--- src/rtl/regfile_mp.sv ---
// Two-read / two-write register file with same-cycle write bypass and a
// per-register pending scoreboard (set at issue, cleared at writeback).

module regfile_mp_rd #(
    parameter int DATA_W   = 32,
    parameter int ADDR_W   = 5,
    parameter int ZERO_REG = 1,
    parameter int NUM_WR   = 2
) (
    input  logic [ADDR_W-1:0]              addr,
    input  logic [DATA_W-1:0]              stored,
    input  logic                           pend,
    input  logic [NUM_WR-1:0]              wr_en,
    input  logic [NUM_WR-1:0][ADDR_W-1:0]  wr_addr,
    input  logic [NUM_WR-1:0][DATA_W-1:0]  wr_data,
    output logic [DATA_W-1:0]              data,
    output logic                           busy
);
    logic hit;

    always_comb begin
        data = stored;
        hit  = 1'b0;
        // Ascending scan so the highest-numbered write port has the last word.
        for (int w = 0; w < NUM_WR; w++) begin
            if (wr_en[w] && (wr_addr[w] == addr)) begin
                data = wr_data[w];
                hit  = 1'b1;
            end
        end
        if ((ZERO_REG != 0) && (addr == '0)) data = '0;
        busy = pend & ~hit;
    end
endmodule

module regfile_mp #(
    parameter int DATA_W   = 32,
    parameter int ADDR_W   = 5,
    parameter int ZERO_REG = 1
) (
    input  logic              clk,
    input  logic              rst_n,
    input  logic [ADDR_W-1:0] rd_addr_a,
    input  logic [ADDR_W-1:0] rd_addr_b,
    output logic [DATA_W-1:0] rd_data_a,
    output logic [DATA_W-1:0] rd_data_b,
    output logic              busy_a,
    output logic              busy_b,
    input  logic              wr_en0,
    input  logic [ADDR_W-1:0] wr_addr0,
    input  logic [DATA_W-1:0] wr_data0,
    input  logic              wr_en1,
    input  logic [ADDR_W-1:0] wr_addr1,
    input  logic [DATA_W-1:0] wr_data1,
    input  logic              claim_en,
    input  logic [ADDR_W-1:0] claim_addr
);
    localparam int NUM_REGS = 2**ADDR_W;
    localparam int NUM_RD   = 2;
    localparam int NUM_WR   = 2;

    logic [NUM_REGS-1:0][DATA_W-1:0] regs;
    logic [NUM_REGS-1:0]             pending;

    logic [NUM_WR-1:0]             wr_en;
    logic [NUM_WR-1:0][ADDR_W-1:0] wr_addr;
    logic [NUM_WR-1:0][DATA_W-1:0] wr_data;
    logic                          claim;

    logic [NUM_RD-1:0][ADDR_W-1:0] rd_addr;
    logic [NUM_RD-1:0][DATA_W-1:0] rd_data;
    logic [NUM_RD-1:0]             rd_busy;

    function automatic logic writable(input logic [ADDR_W-1:0] a);
        return (ZERO_REG == 0) || (a != '0);
    endfunction

    // Traffic aimed at a hardwired-zero register is dropped before it reaches state.
    assign wr_en   = {wr_en1 && writable(wr_addr1), wr_en0 && writable(wr_addr0)};
    assign wr_addr = {wr_addr1, wr_addr0};
    assign wr_data = {wr_data1, wr_data0};
    assign claim   = claim_en && writable(claim_addr);

    always_ff @(posedge clk or negedge rst_n) begin
        if (!rst_n) begin
            regs    <= '0;
            pending <= '0;
        end else begin
            for (int w = 0; w < NUM_WR; w++) begin
                if (wr_en[w]) begin
                    regs[wr_addr[w]]    <= wr_data[w];
                    pending[wr_addr[w]] <= 1'b0;
                end
            end
            // Placed last: a new producer's claim beats a same-cycle writeback.
            if (claim) pending[claim_addr] <= 1'b1;
        end
    end

    assign rd_addr = {rd_addr_b, rd_addr_a};

    generate
        for (genvar p = 0; p < NUM_RD; p++) begin : g_rd
            regfile_mp_rd #(
                .DATA_W   (DATA_W),
                .ADDR_W   (ADDR_W),
                .ZERO_REG (ZERO_REG),
                .NUM_WR   (NUM_WR)
            ) u_rd (
                .addr    (rd_addr[p]),
                .stored  (regs[rd_addr[p]]),
                .pend    (pending[rd_addr[p]]),
                .wr_en   (wr_en),
                .wr_addr (wr_addr),
                .wr_data (wr_data),
                .data    (rd_data[p]),
                .busy    (rd_busy[p])
            );
        end
    endgenerate

    assign rd_data_a = rd_data[0];
    assign rd_data_b = rd_data[1];
    assign busy_a    = rd_busy[0];
    assign busy_b    = rd_busy[1];
endmodule

--- config.mk ---
export PLATFORM = sky130hd
export DESIGN_NAME = regfile_mp
export DESIGN_NICKNAME = d
export VERILOG_FILES = /design/src/rtl/regfile_mp.sv
export SDC_FILE = /design/constraint.sdc
export NUM_CORES = 2
export LEC_CHECK = 0
export BUFFER_PORTS_ARGS = -buffer_cell sky130_fd_sc_hd__buf_2
export CORE_MARGIN = 2
export CORE_UTILIZATION = 64
export DETAILED_ROUTE_END_ITERATION = 16
export GPL_TIMING_DRIVEN = 0
export PLACE_DENSITY_LB_ADDON = 0.15
export REMOVE_ABC_BUFFERS = 1
export SLEW_MARGIN = 30
export SYNTH_ARGS = -nofsm -noshare
export SYNTH_HDL_FRONTEND = slang
export SYNTH_HIERARCHICAL = 1
export SYNTH_SLANG_ARGS = --single-unit
--- constraint.sdc ---
create_clock -name clk -period 2 [get_ports clk]
set_input_delay 0.2 -clock clk [delete_from_list [all_inputs] [get_ports clk]]
set_output_delay 0.2 -clock clk [all_outputs]
set_load 0.005 [all_outputs]
==> flow_summary_export.csv, run 1 <==
group,metric,value,unit
run_status,status,"stopped before the end",
run_status,lastStage,"global routing",
run_status,toolErrorMsg,"[ERROR GRT-0232] Routing congestion too high. Check the congestion heatmap in the GUI.",
synth,synth.yosys.warnings,6,
floorplan,die_w,332.3,um
placement,dp_hpwl,184500,um
global_route,gr-total-overflow,301,
clocking,htree_num_levels,3,
clocking,cts_sinks,1056,
synth,ys_seq_area_frac,0.3830,
synth,ys_seq_elements,1056,
clocking,cts_buffers,117,
synth,syn_area,68990,um2
synth,yosys.cell_types.count,47,
synth,synthArstFlopShare,1.000,
synth,synth_cells,7521,
placement,pre_cts_ws,-2.203,ns
global_route,grt_use_total,0.7542,
floorplan,floorplan.io_pins,160,
placement,placement.io_buffers,159,
floorplan,die_height,332.3,um
synth,avgSynthCellArea,9.173,um2
placement,place.gp.congestion,0.8383,
floorplan,row_count,120,
synth,synthFlopType,"dfrtp_1",
synth,synth_edf_count,0,
clocking,cts_max_path_buffers,3,
global_route,grt_start_max_net_pins,119,
floorplan,start_util,0.6444,
clocking,cts_root_buf,"clkbuf_16",
==> cells in the mapped netlist (all sizes together), types with 3 or more instances <==
cell | n | area share
a21oi | 714 | 0.052
a22o | 138 | 0.018
a22oi | 198 | 0.022
a311oi | 64 | 0.013
a31oi | 66 | 0.0060
a32o | 13 | 0.0019
and2 | 9 | 0.00082
and3 | 6 | 0.00054
and3b | 3 | 0.00038
buf | 308 | 0.025
clkbuf | 563 | 0.031
dfrtp | 1056 | 0.38
inv | 6 | 0.00033
mux2i | 2048 | 0.30
nand2 | 748 | 0.041
nand2b | 7 | 0.00063
nand3 | 201 | 0.015
nand3b | 3 | 0.00033
nand4 | 70 | 0.0063
nand4b | 3 | 0.00038
nor2 | 558 | 0.031
nor2b | 6 | 0.00054
nor3 | 134 | 0.0098
nor3b | 3 | 0.00047
o21ai | 556 | 0.040
or2 | 6 | 0.00054
xnor2 | 20 | 0.0025
==> per-layer routing <==
metal	global-route usage	overflow
met1	0.7804	49
met5	0.4455	4
met4	0.6774	93
met2	0.8720	116
met3	0.6478	39
==> logic make-up after synthesis <==
| kind of cell | after synthesis | synth area share |
|---|---|---|
| flops | 1056 | 0.3830 |
| simple gates | 1767 | 0.1084 |
| buf+inv | 877 | 0.05593 |
| xor+xnor | 20 | 0.002539 |
| mux | 2048 | 0.2971 |
| compound gates | 1753 | 0.1530 |
==> per-stage QoR <==
| stage | util | area, um2 | cells |
|---|---|---|---|
| after floorplan | - | 65150 | 6650 |
| after global placement | 0.6324 | 67700 | 8212 |
| after detailed placement | 0.6980 | 74720 | 8490 |
| after CTS | 0.7654 | 81940 | 8880 |
==> timing repair <==
action,in CTS
hold buffers,68
gates resized for setup,173
hold endpoints to repair,329
pin swaps,142
setup endpoints to repair,365
gates cloned,39
buffers inserted,69
==> run 2, diff against run 1 <==
CORE_UTILIZATION = 40   (was 64)
==> run 2 against run 1 <==
The flow now finishes, with violations (hold timing, setup timing). Synthesized area is the same. Synthesized cell count did not move.
==> flow_summary_export.csv, run 2 <==
group,metric,value,unit
global_route,met1_usage,0.4460,
global_route,grt_use_total,0.3663,
synth,ys_seq_elements,1056,
synth,yosys.area.top_type,"dfrtp_1",
cells_and_area,area_growth,24.81,%
cells_and_area,layout_commonest_cell,"mux2i_1",
sta,hold_ws,-0.5138,ns
clocking,clk_pin_slew,0.06,ns
floorplan,row_count,152,
power_and_ir_drop,total_leakage_power,0.03966,uW
placement,dpl.cell_count,9424,
synth,synth.most_common_cell,"mux2i_1",
sta,post-route-min-period,3.083,ns
route,via_per_inst,6.421,
setup_path,critPathKind,"flop to output pin",
setup_path,r2r_slack,0.91,ns
synth,ys_top_cells_by_count,"mux2i_1 (2,048), dfrtp_1 (1,056), nand2_1 (745), a21oi_1 (714), clkbuf_1 (563)",
placement,place.gp.congestion,0.7950,
clocking,cts_sinks,1056,
route,num_vias,63970,
floorplan,core-area,171500,um2
sta,finalClockSkew,0,ns
setup_path,crit_path_end_kind,"output pin",
clocking,cts_buffers,132,
clocking,tritoncts,"yes",
setup_path,worstPathMaxFanout,2,
cells_and_area,reg_top3,"regs: 1024 flops, pending: 32 flops",
cells_and_area,layout.cells.non_filler,9962,
sta,max_slew_margin,0.3319,
sta,setup_violations,85,
floorplan,design.die.area,175800,um2
hold_path,hold_path_class,"input port to async pin",
run,maxCapViolations,0,
cells_and_area,final_cell_mix,"mux2i_1 (2,048), dfrtp_1 (1,056), a21oi_1 (714), nand2_1 (712), nor2_1 (525)",
cells_and_area,finish.utilization,0.5019,
placement,dp_hpwl,201600,um
global_route,top_usage_layer,"met2",
setup_path,r2r_end,"regs[72]$_DFF_PN0_",
sta,hold_viol,205,
clocking,cts_root_buf,"clkbuf_16",
synth,synth_edf_count,0,
setup_path,r2r_start,"regs[72]$_DFF_PN0_",
route,wl_per_cell,33.57,um
global_route,antenna_found_initial,10,
placement,placement.io_buffers,159,
setup_path,cp-start-kind,"flop",
setup_path,arrival,2.88,ns
clocking,clk_latency,0.78,ns
run_status,violations,"hold timing, setup timing",
route,antenna_left,0,
route,drt_wl_total,334400,um
sta,fin_ws,-1.083,ns
sta,timing.final.crit_share,1.542,
floorplan,floorplan.io_pins,160,
synth,syn_area,68990,um2
global_route,grtUsageMet3,0.1089,
global_route,grt_pass1_vias,61420,
setup_path,crit_required,1.80,ns
cells_and_area,nNetsFinal,7650,
cells_and_area,largest_reg_flops,1024,
sta,final_max_slew_viol_count,0,
power_and_ir_drop,finalPower,76470,uW
synth,avgSynthCellArea,9.173,um2
synth,synth_top_area_frac,0.3830,
cells_and_area,layout-drive-gt1-share,0.1573,
floorplan,die_height,419.3,um
sta,rsz0062_at_grt,"true",
run_status,status,"complete, but fails checks",
sta,fmax,0.3243,GHz
cells_and_area,regMostFlops,"regs",
synth,synthArstFlopShare,1.000,
global_route,grt_first_pass_wirelength,462000,um
clocking,htree_num_levels,4,
clocking,cts_max_path_buffers,3,
synth,synth.yosys.warnings,6,
global_route,grt_util_met2,0.5540,
floorplan,die_w,419.3,um
sta,worst_slew_pin_slew,0.9985,ns
power_and_ir_drop,peakVddDrop,0.0006979,V
power_and_ir_drop,p_per_area,888.0,nW/um2
route,dr.pass1.iters,7,
synth,ys_seq_area_frac,0.3830,
setup_path,reg2reg_depth,4,
global_route,gr-total-overflow,0,
floorplan,start_util,0.4022,
synth,ys_top_cells_by_area,"dfrtp_1 (38%), mux2i_1 (30%), a21oi_1 (5.2%)",
route,remaining_drc_errors,0,
synth,yosys.cell_types.count,47,
route,drtIter0Drc,8686,
synth,synth_cells,7521,
global_route,grt_start_max_net_pins,109,
synth,synthFlopType,"dfrtp_1",
[run 2: metal layers]
metal  up-vias  routed length, um
li1      27080                  -
met1     31100             125300
met2      4314             145700
met3      1455              35350
met4        18              27790
met5         -                255
[run 2: worst max-delay path by stage]
stage                        start                  end  slack (ns)  cells past startpoint
6_report        regs[72]$_DFF_PN0_         rd_data_b[8]       -1.08                      9
5_1_grt        regs[200]$_DFF_PN0_         rd_data_a[8]       -1.13                      8
4_1_cts        regs[251]$_DFF_PN0_        rd_data_b[27]       -0.96                      8
3_5_place_dp          rd_addr_a[1]         rd_data_a[7]       -2.47                     11
3_3_place_gp                 rst_n  regs[279]$_DFF_PN0_      -24.66                      1
2_1_floorplan          wr_addr0[0]        rd_data_a[10]       -4.05                      5
[run 2: repair_timing]
action,4_1_cts,5_1_grt
buffers inserted,96,68
hold buffers,104,6
gates cloned,34,5
hold endpoints to repair,1297,153
pin swaps,196,174
resized for setup,212,93
endpoints found under the setup margin,132,184
[run 2: report_power, final]
part,internal [uW],switching [uW]
clock network,14300,10100
registers,26900,4480
logic,9760,10900
total,50900,25500
[run 2: area by class of cell]
type / count / area (um2)
clock buffers: 203 / 4098
diodes: 5 / 12.51
repair buffers: 772 / 11910
well taps: 2310 / 2890
multi-input cells: 5588 / 40570
inverters: 6 / 22.52
fillers: 15370 / 85440
flip-flops and latches: 1056 / 26430
clock inverters: 22 / 185.2
[run 2: through the flow]
step	setup TNS, ns	instance area, um2	hold slack [ns]	setup WS [ns]
global route	-52.89	86100	-0.4986	-1.135
finish	-51.55	86110	-0.5138	-1.083
detailed placement	-580.45	76450	0.1373	-2.465
global placement	-	68840	0.3842	-24.66
CTS	-49.69	85030	-0.5033	-0.9629
floorplan	-827.84	65150	-0.09559	-4.047
[run 2: cell families (layout without fill, tap and decap cells)]
family                    count (synthesis)  count (layout)  synth area share
AOI/OAI and AO/OA                      1753            1753            0.1530
xor gates and xnor gates                 20              20          0.002539
buffers and inverters                   877            1003           0.05593
DFF                                    1056            1056            0.3830
muxes                                  2048            2048            0.2971
other                                     0               5                 0
and+or+nand+nor                        1767            1767            0.1084
[run 2: worst max-delay path: stages, from the launching register on]
cell and delay [ns]:
dfrtp_1 0.38, buf_4 0.14, mux2i_1 0.09, a22o_1 0.28
nor3_4 0.30, a31oi_2 0.07, nand3_1 0.14, o21ai_2 0.11
a311oi_4 0.38, buf_2 0.19
(Power assumes the default switching activity.)
